[config.mk]
export PLATFORM = sky130hd
export DESIGN_NAME = fetch_unit
export DESIGN_NICKNAME = d
export VERILOG_FILES = /design/src/rtl/fetch_unit.sv
export SDC_FILE = /design/constraint.sdc
export NUM_CORES = 1
export LEC_CHECK = 0
export BUFFER_PORTS_ARGS = -buffer_cell sky130_fd_sc_hd__buf_4
export CAP_MARGIN = 5
export CORE_UTILIZATION = 30
export DETAILED_ROUTE_END_ITERATION = 7
export HOLD_SLACK_MARGIN = 0.1
export SKIP_CTS_REPAIR_TIMING = 1
export SLEW_MARGIN = 20
export SYNTH_ARGS = -nofsm -noshare
export SYNTH_HDL_FRONTEND = slang
export SYNTH_SLANG_ARGS = --single-unit
[constraint.sdc]
create_clock -name clk -period 5.2 [get_ports clk]
set_input_delay 0.52 -clock clk [delete_from_list [all_inputs] [get_ports clk]]
set_output_delay 0.52 -clock clk [all_outputs]
set_load 0.01 [all_outputs]
[src/rtl/fetch_unit.sv]
// ---------------------------------------------------------------------------
// fetch_unit
//
// Instruction fetch stage of the single-cycle RV32 core. It holds the PC and
// fetches one instruction word at a time over a valid/ready request and valid
// response interface. The word is presented to decode, together with the
// op/funct3/funct7[5] fields that the control unit needs. When decode reports
// that the instruction has retired, the next PC is selected. That is either
// pc + 4 or the branch target pc + imm_ext.
//
// Parameters
//   RESET_PC        PC loaded on reset (must be word-aligned)
//   NOP_INSTR       value held in instr after reset (addi x0,x0,0)
//
// Ports
//   clk             core clock, all state changes on the rising edge
//   reset           synchronous, active-high
//   imem_req_valid  fetch request pending
//   imem_req_ready  memory accepts the request this cycle
//   imem_req_addr   byte address of the requested word ([1:0] = 0)
//   imem_rsp_valid  response data valid
//   imem_rsp_data   instruction word returned by memory
//   retire          datapath has finished the presented instruction
//   pc_src          1 = take the branch (Branch & Zero)
//   imm_ext         sign-extended branch offset
//   instr_valid     instr/pc hold a fetched instruction
//   instr           current instruction
//   op              instr[6:0]
//   funct3          instr[14:12]
//   funct7          instr[30]
//   pc              address of instr
//   pc_plus4        pc + 4, used for the jal/jalr link value
//   fetch_fault     sticky fault after a retire toward a misaligned target
// ---------------------------------------------------------------------------
module fetch_unit #(
   parameter logic [31:0] RESET_PC  = 32'h0000_0000,
   parameter logic [31:0] NOP_INSTR = 32'h0000_0013
) (
   input  logic        clk,
   input  logic        reset,
   output logic        imem_req_valid,
   input  logic        imem_req_ready,
   output logic [31:0] imem_req_addr,
   input  logic        imem_rsp_valid,
   input  logic [31:0] imem_rsp_data,
   input  logic        retire,
   input  logic        pc_src,
   input  logic [31:0] imm_ext,
   output logic        instr_valid,
   output logic [31:0] instr,
   output logic [6:0]  op,
   output logic [2:0]  funct3,
   output logic        funct7,
   output logic [31:0] pc,
   output logic [31:0] pc_plus4,
   output logic        fetch_fault
);

   typedef enum logic [1:0] {
      REQ,
      WAIT,
      HOLD,
      FAULT
   } state_t;

   state_t      state_q;
   state_t      state_d;
   logic [31:0] pc_q;
   logic [31:0] instr_q;
   logic [31:0] next_pc;
   logic        capture;
   logic        load_pc;

   // Candidate next PC. It is only consumed in HOLD on retire. The additions
   // wrap modulo 2^32, so a negative offset or the top word both roll over.
   always_comb begin
      next_pc = pc_src ? (pc_q + imm_ext) : (pc_q + 32'd4);
   end

   // Next-state logic. The request valid is asserted throughout REQ, so
   // acceptance only depends on ready. A response outside WAIT is dropped by
   // construction. Only reset leaves FAULT. A misaligned target goes to
   // FAULT and leaves the PC unchanged.
   always_comb begin
      state_d = state_q;
      capture = 1'b0;
      load_pc = 1'b0;
      case (state_q)
         REQ: begin
            if (imem_req_ready) begin
               state_d = WAIT;
            end
         end
         WAIT: begin
            if (imem_rsp_valid) begin
               capture = 1'b1;
               state_d = HOLD;
            end
         end
         HOLD: begin
            if (retire) begin
               if (next_pc[1:0] == 2'b00) begin
                  load_pc = 1'b1;
                  state_d = REQ;
               end else begin
                  state_d = FAULT;
               end
            end
         end
         FAULT: begin
            state_d = FAULT;
         end
         default: begin
            state_d = REQ;
         end
      endcase
   end

   // State, PC and instruction registers. Reset from any state restarts the
   // fetch at RESET_PC. The memory shares this reset and drops whatever
   // response was outstanding, so nothing here needs draining.
   always_ff @(posedge clk) begin
      if (reset) begin
         state_q <= REQ;
         pc_q    <= RESET_PC;
         instr_q <= NOP_INSTR;
      end else begin
         state_q <= state_d;
         if (capture) begin
            instr_q <= imem_rsp_data;
         end
         if (load_pc) begin
            pc_q <= next_pc;
         end
      end
   end

   // Outputs are decoded straight from registered state. instr, pc and
   // instr_valid therefore only move on clock edges. The request valid is
   // gated by reset so no request leaks out while reset is held.
   always_comb begin
      imem_req_valid = (state_q == REQ) && !reset;
      imem_req_addr  = pc_q;
      instr_valid    = (state_q == HOLD);
      fetch_fault    = (state_q == FAULT);
      instr          = instr_q;
      op             = instr_q[6:0];
      funct3         = instr_q[14:12];
      funct7         = instr_q[30];
      pc             = pc_q;
      pc_plus4       = pc_q + 32'd4;
   end

endmodule

==> Word-level counts from Yosys, hierarchy flattened <==
Cells that the tools add are included.
{ "totals": {"ff_bits": 66, "inputBits": 70, "out_inout_bits": 142, "elab_cells": 27} }
{ "classes": {"add_sub_neg": 2, "eq_ne": 6, "n_mux": 11, "reduce_logical": 5} }
{ "op_table": {"columns": ["operator", "n"], "rows": [
  ["$add 32x3->32 const B", 1],
  ["$add 32x32->32", 1],
  ["$mux 32", 1],
  ["$mux 2", 4],
  ["$pmux 2 s4", 1],
  ["$ne 2x2->1 const B", 3],
  ["$mux 1", 5],
  ["$eq 2x2->1 const B", 2],
  ["$logic_not 2->1", 2],
  ["$reduce_and 3->1", 1],
  ["$eq 2x1->1 const B", 1],
  ["$logic_and 1x1->1", 1],
  ["$logic_not 1->1", 1]
]} }

==> Depth between registers and ports, before layout <==
Gate-level depths: netlist (run 1).
{ "depth": {"depth_word": 6, "depth_mapped": 11, "mapped_depth_nobuf": 11} }

==> Worst setup path before layout (run 1) <==
OpenSTA, ideal clock, no wires.
{ "synth_timing": {"path_kind": "in2reg", "start": "input imm_ext[0]", "end": "register pc_q[31], in the netlist imem_req_addr[31]", "setup_time_ns": 0.123, "arrival_ns": 2.746, "t_required_ns": 5.077, "slack_ns": 2.331, "cell_stages": 9, "cell_sequence": "ha_1 > fa_1 > nor2_1 > a21oi_1 > or3b_2 > or2_0 > nor2_1 > a22oi_1 > mux2_1"} }
{ "synth_via": {"elab_chain_cells": 6} }
{ "synth_lines": {"columns": ["element", "line_no", "source"], "rows": [
  ["start, declared", "48", "input logic [31:0] imm_ext,"],
  ["$add 32x32->32 *", "77", "next_pc = pc_src ? (pc_q + imm_ext) : (pc_q + 32'd4);"],
  ["$mux 32 *", "77", null],
  ["$logic_not 2->1", "102", "if (next_pc[1:0] == 2'b00) begin"],
  ["$mux 1", "102", null],
  ["$mux 1", "101", "if (retire) begin"],
  ["$mux 1", "88", "case (state_q)"],
  ["end signal, assigned", "133", "pc_q <= next_pc;"],
  ["end, declared", "68", "logic [31:0] pc_q;"]
]} }
Every way passes the cells marked *; elsewhere a longest branch is shown, timed or not.
A chain may end at the register's enable or synchronous reset.

==> Final worst setup path (run 1) <==
{ "layout_timing": {"start": "register pc_q[2], in the netlist imem_req_addr[2]", "end": "output pc_plus4[20]"} }
{ "layout_via": {"elab_chain_cells": 1} }
{ "layout_lines": {"columns": ["element", "line_no", "source"], "rows": [
  ["$add 32x3->32", "151", "pc_plus4 = pc_q + 32'd4;"],
  ["end, declared", "55", "output logic [31:0] pc_plus4,"]
]} }
No other way between the ends.

==> metrics.txt, run 1 <==
Pint=1.03 mW; synth unique cells=66; RSZ-0062 raised after global routing=no; Sequential Power Share=38.9%; HP Class=input pin to register; Commonest cells post-synth=111 x nand2_1, 75 x a21oi_1, 66 x dfxtp_1, 54 x nor2_1, 45 x buf_4; met2 WL=a little over 8 mm; H-tree Lvls=3; hold path startpoint=imem_rsp_data[0]; Synth area leader=dfxtp_1; static leakage=about 3.2 nW; Worst Clk Skew=between 0.004 and 0.005 ns; Clock Sinks=66; syn_area_per_cell=7.37 µm²; final antenna-violating net count=0; CTS tree=yes; Min-Delay Endpoint=instr[0]$_SDFFE_PP1P_; largest net degree at the start of global routing=69; Reg clk slew, reported paths=0.05 ns; fraction of registers with async set or reset after synthesis=0%; TNS Setup=0 ns; slowest stage cell on the critical path=dfxtp_1; Mapped Cells=723; Final Critical Period=3.39 ns; worst path bufs/invs=1; via total after detailed routing=roughly 5500; placed cells=1077; NumNets Final=966; flops & latches, synth=66; Area Overhead vs Synth=31.7%; slowest stage delay, CP=0.50 ns; WHS Path Cells=3; global-route wire length before repair=between 20 and 30 mm; fillcell total=between 1500 and 2000; Met3 Routed Length=760 µm; final setup vio count=0; worst path cell trace=ha_1 -> nand3_1 -> nor2_1 -> and3_1 -> nand2_1 -> nor3_1 -> xor2_1 -> buf_4; Yosys top cell area share=24.8%; fin cells=1092; r2r endpoint=imem_req_addr[31]$_SDFFE_PP0P_; CP endpoint kind=primary output; ranking of synthesized cells by area=dfxtp_1 25%, nand2_1 7.8%, ha_1 7.5%; core box area=0.0173 mm²; status=complete, no violations; top layer reached by signal wires=met4; Pre-Repair DR Iteration Count=5; worst skew pair latency=0.33 ns; Achievable Freq=0.295 GHz; WP data required=4.68 ns; Die X=135 µm; Rows=48; routability cong.=0.877; maximum fanout along the worst path=9; Post-DP HPWL=12.5 mm; actual slew at the worst max-slew pin=0.774 ns; top_reg_cell synth=dfxtp_1; power per cell area=198 mW/mm²; Worst R2R Start=imem_req_addr[0]$_SDFFE_PP0P_; vias per cell=5.02; combinational fraction of design power=18.6%; final wirelength=around 17 mm; final slew viol count=0; Max-slew headroom=48.4%; CP Launch Type=register; reg2reg path depth=10; Area after DPL=approximately 0.0067 mm²; max cap viols=0; initial DRC count=about 320; Die Y=135 µm; post-route cell area=between 0.007 and 0.008 mm²; residual DRC count=0; ANT cells=0; yosys warns=0; fin crit share=approximately 65%; Die Area=0.0183 mm²; internal reg-to-reg setup slack=between 1.5 and 2 ns; Post-synth EDFFs=0; CP arrival=2.87 ns; Met1 Routed Length=7.64 mm; Synth Net Count=826; worst vdd ir=approximately 0.14 mV; CTS Buf Count=9; clock group share of total power=42.5%; CTS Root Cell=clkbuf_16; register area share after synthesis=24.8%; wire length per cell=15.2 µm; P_sw=0.367 mW; Initial Utilization=30.8%; Setup CP Type=register to primary output; Syn Std Cell Area=0.00533 mm²; initial antenna violation count=0; gr usage total=17.9%; delay-heaviest family, CP=simple AND/OR/NAND/NOR gates; layout cells sized above 1=28.7%; grt total ovfl=0; Final Hold Fails=0; input/output buffers=approximately 210; Max Root-Sink Buffers=2; # IOs=212; vias in the first global route=4995; switch share=26.4%; count leader, synth=nand2_1
-- placed cells by master (no fill, tap or decap), drive strengths merged, types with 22 or more instances in the layout --
| cell type | netlist | routed |
|---|---|---|
| dfxtp | 66 | 66 |
| buf | 53 | 216 |
| xnor2 | 29 | 29 |
| a21oi | 77 | 77 |
| nand2 | 111 | 111 |
| xor2 | 22 | 22 |
| nor2 | 54 | 54 |
| nand3 | 31 | 31 |
| ha | 32 | 32 |
| o21ai | 39 | 39 |
-- worst register-to-register path, stage by stage, from the launching register on --
cell and delay (ns):
dfxtp_1 0.44, ha_1 0.22, fa_1 0.41, nor2_1 0.10, a21oi_1 0.09, or3b_2 0.51
or2_0 0.21, buf_4 0.21, nor2_1 0.55, a22oi_1 0.16, mux2_1 0.35
-- power by group through the flow --
stage,Sequential (mW),Clock [mW],Combinational [mW]
floorplan,0.555,0,0.146
detailed placement,0.552,0,0.259
finish,0.542,0.592,0.259
CTS,0.541,0.609,0.260
global route,0.544,0.629,0.285
global placement,0.552,0,0.259
-- sequential cells by signal (all words and copies together), names as in the netlist --
name           count
instr             32
state_q            2
imem_req_addr     32
-- worst max-delay path by stage --
stage,from,endpoint,slack (ns),cells past startpoint
finish,imem_req_addr[2]$_SDFFE_PP0P_,pc_plus4[20],1.81,8
global route,imem_req_addr[0]$_SDFFE_PP0P_,imem_req_addr[31]$_SDFFE_PP0P_,1.62,10
CTS,imem_req_addr[2]$_SDFFE_PP0P_,pc_plus4[20],1.82,8
detailed placement,imm_ext[0],imem_req_addr[31]$_SDFFE_PP0P_,1.67,11
global placement,imm_ext[0],imem_req_addr[31]$_SDFFE_PP0P_,1.75,11
floorplan,imm_ext[0],imem_req_addr[31]$_SDFFE_PP0P_,2.33,9
-- routing by layer --
| layer | vias up | global-route usage [%] |
|---|---|---|
| met2 | 143 | 30.4 |
| met1 | 2528 | 23.9 |
| met5 | - | 0 |
| li1 | 2798 | - |
| met3 | 12 | 1.65 |
| met4 | 0 | 5.06 |
-- metrics by stage --
stage	hold slack [ns]	setup slack (ns)	power (mW)	utilization, %
3_5_place_dp	0.449	1.67	0.812	38.9
2_1_floorplan	0.479	2.33	0.701	-
6_report	0.406	1.81	1.39	40.6
4_1_cts	0.392	1.82	1.41	40.6
5_1_grt	0.410	1.62	1.46	40.6
3_3_place_gp	0.443	1.75	0.811	38.9
-- kinds of logic (layout without fill, tap and decap cells) --
kind of cell	after synthesis	in the layout	synth area share (%)
and+or+nand+nor	268	268	23.6
AOI/OAI and AO/OA	197	197	23.6
buffers and inverters	102	246	10.5
DFF	66	66	24.8
xor gates and xnor gates	51	51	8.38
adders and majority gates	33	33	7.89
muxes	6	6	1.17
-- final cells by class --
cell class | count | area (µm²) | share of cell area (%)
clock buffer | 12 | 246 | 3.51
sequential | 66 | 1320 | 18.8
inverter | 15 | 56.3 | 0.802
multi-input combinational | 555 | 3450 | 49.2
tap | 225 | 282 | 4.01
timing repair buffer | 216 | 1620 | 23.1
clock inverter | 3 | 40.0 | 0.570
No activity file was read; power rests on OpenSTA's default activity.
==> run 2, diff against run 1 <==
clock period = 3.3 ns   (was 5.2 ns; I/O delays follow)
==> run 2 against run 1 <==
  * Sequential share of layout area is 0.46 points lower
  * Worst hold slack got worse by 0.20 ns
  * Design area up 2.5%
  * Critical endpoint is now pc_plus4[22]
==> metrics.txt, run 2 (synthesized netlist as in run 1, its figures left out) <==
CTS Root Cell=clkbuf_16; gr usage total=18.4% (+0.53 points); layout cells sized above 1=30.4% (+1.6 points); commonest non-fill, non-tap cell in the layout=buf_4; TNS Setup=0 ns (unchanged); post-route cell area=0.00720 mm² (+2.5%); RSZ-0062 raised after global routing=no; power per cell area=334 mW/mm² (+68%); Final Util=41.6% (+1.0 points); Max Root-Sink Buffers=2 (unchanged); Worst Clk Skew=0.00817 ns (+0.00350 ns); hold slack final=0.208 ns (-0.198 ns); final setup margin=0.275 ns (-1.53 ns); # IOs=212 (unchanged); initial DRC count=341 (+7.2%); final wirelength=17.0 mm (+2.0%); routability cong.=0.840 (-4.2%); worst skew pair latency=0.34 ns (about the same); CP arrival=2.70 ns (-0.17 ns); placed cells=1092 (+1.4%); grt total ovfl=0 (unchanged); input/output buffers=211 (unchanged); final antenna-violating net count=0 (unchanged); wire length per cell=15.3 µm (+0.56%); vias per cell=5.03 (+0.23%); worst vdd ir=0.224 mV (+62%); final setup vio count=0 (unchanged); Die Area=0.0183 mm² (unchanged); Rows=48 (unchanged); Initial Utilization=30.8% (unchanged); Post-Place Setup Slack=0.327 ns (-1.35 ns); HP Class=input pin to register; status=complete, no violations; overall power=2.40 mW (+73%); CP Launch Type=register; H-tree Lvls=3 (unchanged); NumNets Final=981 (+1.6%); actual slew at the worst max-slew pin=0.603 ns (-0.172 ns); Final Critical Period=3.03 ns; CTS Buf Count=9 (unchanged); via total after detailed routing=5574 (+1.7%); Area after DPL=0.00685 mm² (+1.7%); Area Overhead vs Synth=35.1%; most frequent cells in the layout=231 x buf_4, 111 x nand2_1, 75 x a21oi_1; final slew viol count=0 (unchanged); residual DRC count=0 (unchanged); Post-DP HPWL=12.9 mm (+2.9%); CP endpoint kind=primary output; Die Y=135 µm (unchanged); max cap viols=0 (unchanged); WP data required=2.97 ns (-1.71 ns); Final Hold Fails=0 (unchanged); fin crit share=91.7%; Pre-Repair DR Iteration Count=4 (-1); fin cells=1108 (+1.5%); Reg clk slew, reported paths=0.06 ns (about the same); Achievable Freq=0.331 GHz; initial antenna violation count=0 (unchanged); maximum fanout along the worst path=9 (unchanged); static leakage=3.34 nW (+3.0%); vias in the first global route=5233 (+4.8%); Setup CP Type=register to primary output; Max-slew headroom=59.8% (+11 points); Die X=135 µm (unchanged); global-route wire length before repair=26.9 mm (+2.5%); Clock Sinks=66 (unchanged); ANT cells=0 (unchanged); CTS tree=yes; core box area=0.0173 mm² (unchanged); largest net degree at the start of global routing=57 (-17%)
==> run 2: power breakdown <==
group | switching (mW) | internal, mW | total (mW)
registers | 0.0262 | 0.824 | 0.850
clock network | 0.394 | 0.741 | 1.14
logic | 0.220 | 0.197 | 0.417
==> run 2: worst max-delay path, stage by stage (launching register included) <==
cell	delay, ns
dfxtp_1	0.51
ha_1	0.29
nand3_1	0.15
nor2_2	0.31
and3_1	0.26
and2b_1	0.27
nand2_1	0.10
xnor2_1	0.27
buf_4	0.19
==> run 2: layout make-up <==
cell class / instances / area (µm²)
repair buffers: 231 / 1730
well taps: 225 / 282
inverters: 15 / 56.3
fillers: 1803 / 10100
clock inverters: 6 / 115
clock buffers: 10 / 229
flip-flops and latches: 66 / 1320
multi-input cells: 555 / 3460
==> run 2: worst paths after layout <==
path / start / end / slack, ns / depth (start not counted)
setup / recovery: imem_req_addr[2]$_SDFFE_PP0P_ / pc_plus4[22] / 0.27 / 8
hold / removal: imem_rsp_data[1] / instr[1]$_SDFFE_PP1P_ / 0.21 / 3
setup reg to reg: imem_req_addr[0]$_SDFFE_PP0P_ / imem_req_addr[14]$_SDFFE_PP0P_ / 0.37 / 10
hold reg to reg: instr[23]$_SDFFE_PP0P_ / instr[23]$_SDFFE_PP0P_ / 0.45 / 2
==> run 2: metal layers <==
metal	part of all wire [%]	global-route usage [%]	up-vias
met2	47	29.9	136
met4	2.0	6.68	0
met1	46	24.8	2585
met5	0	0	-
met3	4.6	2.32	26
li1	-	-	2827
==> run 3, diff against run 2 <==
CTS_BUF_LIST = sky130_fd_sc_hd__clkbuf_8   (was unset)
==> run 3 against run 2 <==
  * Clock power fell by 24%
  * Via count fell by 0.14%
  * Worst hold slack got worse by 0.023 ns
  * Design area fell by 1.4%
  * Clock skew rose by 0.0035 ns
  * Final cell count did not move
  * Maximum frequency rose by 0.16%
==> metrics.txt, run 3 (synthesized netlist as in run 1, its figures left out) <==
static leakage=3.30 nW (-1.2%); ANT cells=0 (unchanged); Multi-input gate area=0.00346 mm² (unchanged); Rows=48 (unchanged); Max Root-Sink Buffers=2 (unchanged); via total after detailed routing=5566 (-0.14%); Max-slew headroom=59.8% (about the same); largest net degree at the start of global routing=57 (unchanged); Die Y=135 µm (unchanged); Achievable Freq=0.331 GHz (+0.16%); CTS Buf Count=9 (unchanged); final antenna-violating net count=0 (unchanged); TNS Setup=0 ns (unchanged); WP data required=2.97 ns (about the same); Final Util=41.0% (-0.58 points); global-route wire length before repair=26.8 mm (-0.15%); wire length per cell=15.3 µm (-0.29%); Pre-Repair DR Iteration Count=5 (+1); RSZ-0062 raised after global routing=no; worst vdd ir=0.158 mV (-30%); Worst Clk Skew=0.0117 ns (+0.00351 ns); layout cells sized above 1=30.5% (+0.11 points); final slew viol count=0 (unchanged); final wirelength=16.9 mm (-0.29%); Die X=135 µm (unchanged); power per cell area=300 mW/mm² (-10%); residual DRC count=0 (unchanged); Reg clk slew, reported paths=0.08 ns (+0.02 ns); CTS tree=yes; Final Critical Period=3.02 ns (-0.00473 ns); routability cong.=0.840 (unchanged); actual slew at the worst max-slew pin=0.602 ns (-0.000179 ns); initial DRC count=370 (+8.5%); initial antenna violation count=0 (unchanged); Initial Utilization=30.8% (unchanged); fillcell total=1811 (+0.44%); final setup vio count=0 (unchanged); most frequent cells in the layout=231 x buf_4, 111 x nand2_1, 75 x a21oi_1; grt total ovfl=0 (unchanged); register area=0.00132 mm² (about the same); vias in the first global route=5240 (+0.13%); maximum fanout along the worst path=7 (-2); Final Hold Fails=0 (unchanged); # IOs=212 (unchanged); Clock Sinks=66 (unchanged); status=complete, no violations; HP Class=input pin to register; CP Launch Type=register; Die Area=0.0183 mm² (unchanged); Post-DP HPWL=12.9 mm (unchanged); Setup CP Type=register to primary output; fin crit share=91.5% (-0.14 points); input/output buffers=211 (unchanged); Area Overhead vs Synth=33.2%; gr usage total=18.4% (-0.033 points); worst skew pair latency=0.36 ns (+0.02 ns); CTS Root Cell=clkbuf_8; commonest non-fill, non-tap cell in the layout=buf_4; H-tree Lvls=3 (unchanged); NumNets Final=981 (unchanged); CP arrival=2.69 ns (about the same); max cap viols=0 (unchanged); vias per cell=5.02 (-0.14%); core box area=0.0173 mm² (unchanged); CP endpoint kind=primary output
==> run 3: cell types whose count changed in the layout (fill, tap and decap cells not counted), sizes merged <==
cell,before,now
inv,14,15
clkbuf,10,9
==> run 3: metal layers <==
metal  share of wire, %  vias up  GRT usage [%]
met4                2.1        0           6.99
met5                  0        -              0
met3                4.6       26           2.21
met2                 47      144           29.7
li1                   -     2824              -
met1                 47     2572           24.8
==> run 3: path summary, 6_finish.rpt <==
check             cells past startpoint                           from  slack, ns                              to
setup / recovery                      8  imem_req_addr[3]$_SDFFE_PP0P_       0.28                    pc_plus4[22]
hold / removal                        3               imem_rsp_data[1]       0.18           instr[1]$_SDFFE_PP1P_
setup reg to reg                     10  imem_req_addr[0]$_SDFFE_PP0P_       0.37  imem_req_addr[14]$_SDFFE_PP0P_
hold reg to reg                       2         instr[23]$_SDFFE_PP0P_       0.45          instr[23]$_SDFFE_PP0P_
==> run 3: through the flow <==
step	hold WS, ns	total power [mW]	worst slack, ns	instance area, µm²	instances
after floorplan	0.454	1.11	0.523	5330	723
after global placement	0.443	1.28	0.371	6850	1092
after detailed placement	0.447	1.29	0.327	6850	1092
after CTS	0.160	2.16	0.0365	7090	1108
after global routing	0.175	2.24	0.0428	7100	1108
final	0.184	2.13	0.279	7100	1108
==> run 3: final cells by class <==
cell class	instances	area share, %
clock inverter	7	1.67
timing repair buffer	231	24.4
multi-input combinational	555	48.7
inverter	15	0.793
tap	225	3.97
clock buffer	9	1.75
sequential	66	18.6
==> run 3: report_power, final <==
part	internal [mW]	switching, mW
combinational	0.197	0.220
sequential	0.823	0.0261
clock	0.502	0.362
==> run 3: worst max-delay path: stages (launching register included) <==
cell,delay (ns)
dfxtp_1,0.46
ha_1,0.28
nand3_1,0.15
nor2_2,0.31
and3_1,0.27
and2b_1,0.28
nand2_1,0.10
xnor2_1,0.29
buf_4,0.19
